[config.mk]
export PLATFORM = sky130hd
export DESIGN_NAME = regfile_sb_flat
export DESIGN_NICKNAME = d
export VERILOG_FILES = /design/src/rtl/regfile_sb_if.sv /design/src/rtl/regfile_sb.sv /design/src/flat_wrapper.sv
export SDC_FILE = /design/constraint.sdc
export NUM_CORES = 2
export LEC_CHECK = 0
export ABC_AREA = 0
export CORE_MARGIN = 1.5
export CORE_UTILIZATION = 50
export DETAILED_ROUTE_END_ITERATION = 8
export PLACE_DENSITY = 0.66
export SYNTH_ARGS = -nofsm -noshare
export SYNTH_HDL_FRONTEND = slang
export SYNTH_SLANG_ARGS = --single-unit
[constraint.sdc]
create_clock -name clk -period 8.12 [get_ports clk]
set_input_delay 0.812 -clock clk [delete_from_list [all_inputs] [get_ports clk]]
set_output_delay 0.812 -clock clk [all_outputs]
set_load 0.03 [all_outputs]
[src/rtl/regfile_sb_if.sv]
// Decode/issue-stage view of the register file: read ports, writeback, allocate, flush and scoreboard status.
// Parameters must match the regfile_sb instance they connect to.
interface regfile_sb_if #(
    parameter int XLEN = 32,
    parameter int NREG = 32,
    parameter int NRD  = 2
);
    localparam int AW = $clog2(NREG);

    logic [NRD*AW-1:0]   rd_addr;
    logic [NRD*XLEN-1:0] rd_data;
    logic [NRD-1:0]      rd_busy;
    logic                alloc_en;
    logic [AW-1:0]       alloc_addr;
    logic                wb_en;
    logic [AW-1:0]       wb_addr;
    logic [XLEN-1:0]     wb_data;
    logic                flush;
    logic [AW:0]         busy_cnt;
    logic                waw_err;

    modport master (
        output rd_addr, alloc_en, alloc_addr, wb_en, wb_addr, wb_data, flush,
        input  rd_data, rd_busy, busy_cnt, waw_err
    );

    modport slave (
        input  rd_addr, alloc_en, alloc_addr, wb_en, wb_addr, wb_data, flush,
        output rd_data, rd_busy, busy_cnt, waw_err
    );
endinterface

[src/rtl/regfile_sb.sv]
// Integer register file (x0 hardwired zero) with per-register write-pending busy bits, busy popcount and sticky WAW flag.
// Latency: reads combinational; writes/allocs visible next cycle (same cycle for writeback data when RF_BYPASS_EN is defined).
// Backpressure: none, every strobe is accepted every cycle.
module regfile_sb #(
    parameter int XLEN = 32,
    parameter int NREG = 32,
    parameter int NRD  = 2
) (
    input  logic         clk,
    input  logic         rst,
    regfile_sb_if.slave  bus
);
    localparam int          AW     = $clog2(NREG);
    localparam int          CW     = AW + 1;
    localparam logic [AW:0] NREG_V = CW'(NREG);

    logic [XLEN-1:0] regs [1:NREG-1];
    logic [NREG-1:0] busy;
    logic [NREG-1:0] busy_nxt;
    logic [CW-1:0]   cnt_nxt;
    logic [CW-1:0]   busy_cnt_q;
    logic            waw_q;
    logic            wb_hit;
    logic            alloc_hit;
    logic            waw_set;
    logic [AW-1:0]   ra;

    function automatic logic addr_ok(input logic [AW-1:0] a);
        return (a != '0) && ({1'b0, a} < NREG_V);
    endfunction

    assign wb_hit    = bus.wb_en && addr_ok(bus.wb_addr);
    assign alloc_hit = bus.alloc_en && addr_ok(bus.alloc_addr);

    // A writeback to the same register in the same cycle retires the older
    // producer, so re-allocating it is not a WAW hazard.
    assign waw_set = alloc_hit && busy[bus.alloc_addr]
                     && !(wb_hit && (bus.wb_addr == bus.alloc_addr));

    always_comb begin
        busy_nxt = busy;
        if (wb_hit)
            busy_nxt[bus.wb_addr] = 1'b0;
        if (alloc_hit)
            busy_nxt[bus.alloc_addr] = 1'b1;
        if (bus.flush)
            busy_nxt = '0;
        busy_nxt[0] = 1'b0;
    end

    always_comb begin
        cnt_nxt = '0;
        for (int i = 1; i < NREG; i++)
            cnt_nxt = cnt_nxt + CW'(busy_nxt[i]);
    end

    always_ff @(posedge clk) begin
        if (rst) begin
            for (int i = 1; i < NREG; i++)
                regs[i] <= '0;
        end else if (wb_hit) begin
            regs[bus.wb_addr] <= bus.wb_data;
        end
    end

    always_ff @(posedge clk) begin
        if (rst) begin
            busy       <= '0;
            busy_cnt_q <= '0;
            waw_q      <= 1'b0;
        end else begin
            busy       <= busy_nxt;
            busy_cnt_q <= cnt_nxt;
            waw_q      <= waw_q | waw_set;
        end
    end

    assign bus.busy_cnt = busy_cnt_q;
    assign bus.waw_err  = waw_q;

    always_comb begin
        bus.rd_data = '0;
        bus.rd_busy = '0;
        ra          = '0;
        for (int k = 0; k < NRD; k++) begin
            ra = bus.rd_addr[k*AW +: AW];
            if (addr_ok(ra)) begin
                bus.rd_data[k*XLEN +: XLEN] = regs[ra];
                bus.rd_busy[k]              = busy[ra];
`ifdef RF_BYPASS_EN
                if (wb_hit && (ra == bus.wb_addr)) begin
                    bus.rd_data[k*XLEN +: XLEN] = bus.wb_data;
                    bus.rd_busy[k]              = alloc_hit && (bus.alloc_addr == ra);
                end
`endif
            end
        end
    end
endmodule

[src/flat_wrapper.sv]
// flat-port wrapper written by rule: the top's interface ports become plain ports
module regfile_sb_flat 
#(
    parameter int XLEN = 32,
    parameter int NREG = 32,
    parameter int NRD  = 2
)
  (clk, rst, bus_rd_addr, bus_alloc_en, bus_alloc_addr, bus_wb_en, bus_wb_addr, bus_wb_data, bus_flush, bus_rd_data, bus_rd_busy, bus_busy_cnt, bus_waw_err);
  regfile_sb_if #(.XLEN(XLEN), .NREG(NREG), .NRD(NRD)) bus_i ();
  input  logic clk;
  input  logic rst;
  input wire logic [$bits(bus_i.rd_addr)-1:0] bus_rd_addr;
  input wire logic [$bits(bus_i.alloc_en)-1:0] bus_alloc_en;
  input wire logic [$bits(bus_i.alloc_addr)-1:0] bus_alloc_addr;
  input wire logic [$bits(bus_i.wb_en)-1:0] bus_wb_en;
  input wire logic [$bits(bus_i.wb_addr)-1:0] bus_wb_addr;
  input wire logic [$bits(bus_i.wb_data)-1:0] bus_wb_data;
  input wire logic [$bits(bus_i.flush)-1:0] bus_flush;
  output wire logic [$bits(bus_i.rd_data)-1:0] bus_rd_data;
  output wire logic [$bits(bus_i.rd_busy)-1:0] bus_rd_busy;
  output wire logic [$bits(bus_i.busy_cnt)-1:0] bus_busy_cnt;
  output wire logic [$bits(bus_i.waw_err)-1:0] bus_waw_err;
  assign bus_i.rd_addr = bus_rd_addr;
  assign bus_i.alloc_en = bus_alloc_en;
  assign bus_i.alloc_addr = bus_alloc_addr;
  assign bus_i.wb_en = bus_wb_en;
  assign bus_i.wb_addr = bus_wb_addr;
  assign bus_i.wb_data = bus_wb_data;
  assign bus_i.flush = bus_flush;
  assign bus_rd_data = bus_i.rd_data;
  assign bus_rd_busy = bus_i.rd_busy;
  assign bus_busy_cnt = bus_i.busy_cnt;
  assign bus_waw_err = bus_i.waw_err;
  regfile_sb #(.XLEN(XLEN), .NREG(NREG), .NRD(NRD)) u_core (.clk(clk), .rst(rst), .bus(bus_i));
endmodule
==> results.sh <==
export IMPL_worst_pin_slew_ps=1290
export IMPL_nFillCells=8932
export IMPL_num_vias=34700
export IMPL_cts_hold_buf=0
export IMPL_synth_edff_count=1024
export IMPL_synthSimpleGateAreaFrac_pct=12.4
export IMPL_worstPathRequired_ps=8690
export IMPL_tns_ps=0
export IMPL_setup_viol=0
export IMPL_critPathMaxStageDelay_ps=720
export IMPL_wl_per_cell_um=34.0
export IMPL_synth_xor_area_share_pct=0.106
export IMPL_synth_adder_area_share_pct=0.993
export IMPL_synth_compound_area_share_pct=3.06
export IMPL_peakVddDrop_mv=0.162
export IMPL_grt_pass1_wl_um=256000
export IMPL_crit_type="in2reg"
export IMPL_p_per_area_nw_per_um2=206
export IMPL_dp_slack_ps=1030
export IMPL_numCtsBuffers=116
export IMPL_cts_sinks=1062
export IMPL_seq_area_frac_synth_pct=54.6
export IMPL_grt_pass1_vias=35100
export IMPL_outcome="completed"
export IMPL_p_leak_nw=22.2
export IMPL_min_path_type="reg2reg"
export IMPL_place_hpwl_um=103000
export IMPL_ys_flop_type="edfxtp_1"
export IMPL_rsz0062_at_grt="no"
export IMPL_design_area_um2=64000
export IMPL_drc=0
export IMPL_cts_clk_slew_worst_paths_ps=60
export IMPL_fp_row_count=124
export IMPL_worstSkewPairLatency_ps=720
export IMPL_ys_types=53
export IMPL_synthToLayoutAreaGrowth_pct=11.0
export IMPL_antenna_found_initial=17
export IMPL_post_cts_buffers=0
export IMPL_ys_seq_elements=1062
export IMPL_nets=3824
export IMPL_synth_warnings=0
export IMPL_ctsResizeCount=0
export IMPL_htree_num_levels=3
export IMPL_viasPerCell=6.50
export IMPL_synth_cell_area_um2=57700
export IMPL_avgSynthCellArea_um2=15.4
export IMPL_cts_root_buf="clkbuf_16"
export IMPL_drt_first_pass_iters=7
export IMPL_path_max_fanout=11
export IMPL_relSlewSlack_pct=14.0
export IMPL_end_kind="register"
export IMPL_grt_overflow=0
export IMPL_synth_top_family_by_area="multiplexers"
export IMPL_die_area_um2=117000
export IMPL_finalHoldViolCount=0
export IMPL_cp_top_family="adder cells"
export IMPL_worst_ep_arrival_time_ps=7030
export IMPL_post_route_min_period_ps=6450
export IMPL_die_x_um=343
export IMPL_grt_usage_pct=31.1
export IMPL_cp_start_kind="primary input"
export IMPL_power_mw=13.2
export IMPL_fmax_ghz=0.155
export IMPL_skew_ps=9.13
export IMPL_cp_slowest_cell="or3_1"
export IMPL_coreArea_um2=114000
export IMPL_drv_cap=0
export IMPL_start_util_pct=50.5
export IMPL_postPlaceCellArea_um2=60500
export IMPL_gp_congestion=0.930
export IMPL_drive_gt1_share_pct=22.8
export IMPL_io_pins=130
export IMPL_drv_slew=0
export IMPL_tritoncts="built"
export IMPL_io_buffers=129
export IMPL_utilization_pct=56.0
export IMPL_syn_inst=3753
export IMPL_synth_mux_area_share_pct=25.4
export IMPL_crit_top_cell="fa_1"
export IMPL_drt_iter0_markers=4200
export IMPL_final_antenna_net_count=0
export IMPL_cts_buffer_depth=3
export IMPL_drt_total_wl_um=182000
export IMPL_post_route_period_util_pct=79.5
export IMPL_synth_async_reset_ratio_pct=0
export IMPL_timing_final_ws_setup_ps=1670
export IMPL_path_cells="clkdlybuf4s50_1 > or3_1 > o21ai_0 > a21oi_1 > ha_1 > inv_1 > fa_1 > fa_1 > fa_1 > fa_1 > fa_1 > inv_1 > fa_1 > ha_1 > inv_1 > fa_1 > inv_1 > a21o_1 > a21oi_1 > xor2_1 > nor2_1"
export IMPL_die_y_um=343
export IMPL_grt_max_degree=113
export IMPL_worst_path_buf_inv=5
[layout make-up]
| class | instances | area, µm² | area share, % |
|---|---|---|---|
| Clock inverter | 71 | 518 | 0.809 |
| Multi-Input combinational cell | 2287 | 24800 | 38.6 |
| Tap cell | 1512 | 1890 | 2.95 |
| Antenna cell | 4 | 10.0 | 0.0156 |
| Inverter | 34 | 128 | 0.199 |
| Clock buffer | 142 | 3020 | 4.72 |
| Timing Repair Buffer | 234 | 2220 | 3.46 |
| Sequential cell | 1062 | 31500 | 49.2 |
[synth_stat cells (7+ instances only)]
master,count,area share (%)
buf_4,10,0.13
buf_6,27,0.53
o221ai_1,64,0.97
fa_1,23,0.80
dfxtp_1,38,1.3
edfxtp_1,1024,53
mux2_2,13,0.25
mux4_2,526,21
and2_1,994,11
o22a_1,64,0.97
nor3_1,10,0.087
o21bai_1,17,0.22
mux2i_1,266,4.6
ha_1,9,0.20
o21ai_0,23,0.20
a21o_1,17,0.22
nand2_1,39,0.25
clkbuf_1,244,1.6
nand3_1,7,0.061
buf_2,95,0.82
nor2_1,68,0.44
nand2b_1,16,0.17
a21oi_1,10,0.087
inv_1,34,0.22
buf_1,25,0.16
a22oi_1,10,0.13
nor2b_1,14,0.15
[logic make-up after synthesis]
logic type,after synthesis
AND/OR/NAND/NOR,1186
flip-flops,1062
multiplexers,805
buffers and inverters,435
AO/OA/AOI/OAI,225
adder cells (fa/ha/maj),32
XOR/XNOR,7
other,1
[sequential cells by signal, summed over array words and instances (netlist names)]
signal and cells:
u_core.bus.busy_cnt 6, u_core.busy 31, u_core.bus.waw_err 1, u_core.regs 1024
[final timing paths]
kind	from	endpoint	slack [ps]	depth (start not counted)
worst min-delay path	u_core.bus.waw_err	u_core.bus.waw_err	660	2
worst max-delay path	bus_wb_addr[4]	u_core.bus.busy_cnt[4]	1670	21
worst min register to register	u_core.bus.waw_err	u_core.bus.waw_err	660	2
worst max register to register	u_core.busy[2]	u_core.bus.busy_cnt[4]	2780	19
[layer usage]
| layer | routed length (µm) | global-route usage [%] | up-vias | part of all wire (%) |
|---|---|---|---|---|
| met1 | 69500 | 41.5 | 18100 | 38 |
| li1 | - | - | 14300 | - |
| met3 | 17500 | 6.32 | 394 | 9.7 |
| met5 | 52 | 0 | - | 0.029 |
| met2 | 85900 | 49.6 | 1872 | 47 |
| met4 | 8720 | 13.7 | 10 | 4.8 |
[worst reg2reg max path, stage by stage, from the launching register on]
cell and delay (ps):
dfxtp_1 450, o21ai_0 130, a21oi_1 260, ha_1 290, inv_1 80, fa_1 430, fa_1 530, fa_1 430
fa_1 470, fa_1 490, inv_1 50, fa_1 470, ha_1 180, inv_1 70, fa_1 450, inv_1 70
a21o_1 100, a21oi_1 70, xor2_1 140, nor2_1 50
[stage by stage]
stage | hold slack, ps | std cells
after detailed placement | 637 | 5129
after CTS | 651 | 5342
after global placement | 660 | 5129
after global routing | 684 | 5345
after floorplan | 557 | 3784
final | 664 | 5346
[cells in the final DEF, fill, tap and decap left out, drive strengths merged, types with 5 or more instances in the layout]
master / count
buf: 112
mux4: 526
nor3: 11
edfxtp: 1024
nor2: 68
mux2i: 266
nand2: 39
nand2b: 16
clkbuf: 142
a21oi: 10
and2: 994
a22oi: 10
conb: 32
dfxtp: 38
nor2b: 14
o21bai: 17
fa: 23
a21o: 17
or2: 11
clkinv: 62
o221ai: 64
xor2: 6
bufinv: 5
nand3: 7
mux2: 13
nand3b: 6
o21ai: 23
o22a: 64
clkdlybuf4s50: 122
inv: 37
ha: 9
[power by group]
part,internal (mW),switching (mW)
logic,0.739,1.03
registers,6.31,0.137
clock network,2.79,2.22
total,9.83,3.39
(Power assumes the default switching activity.)
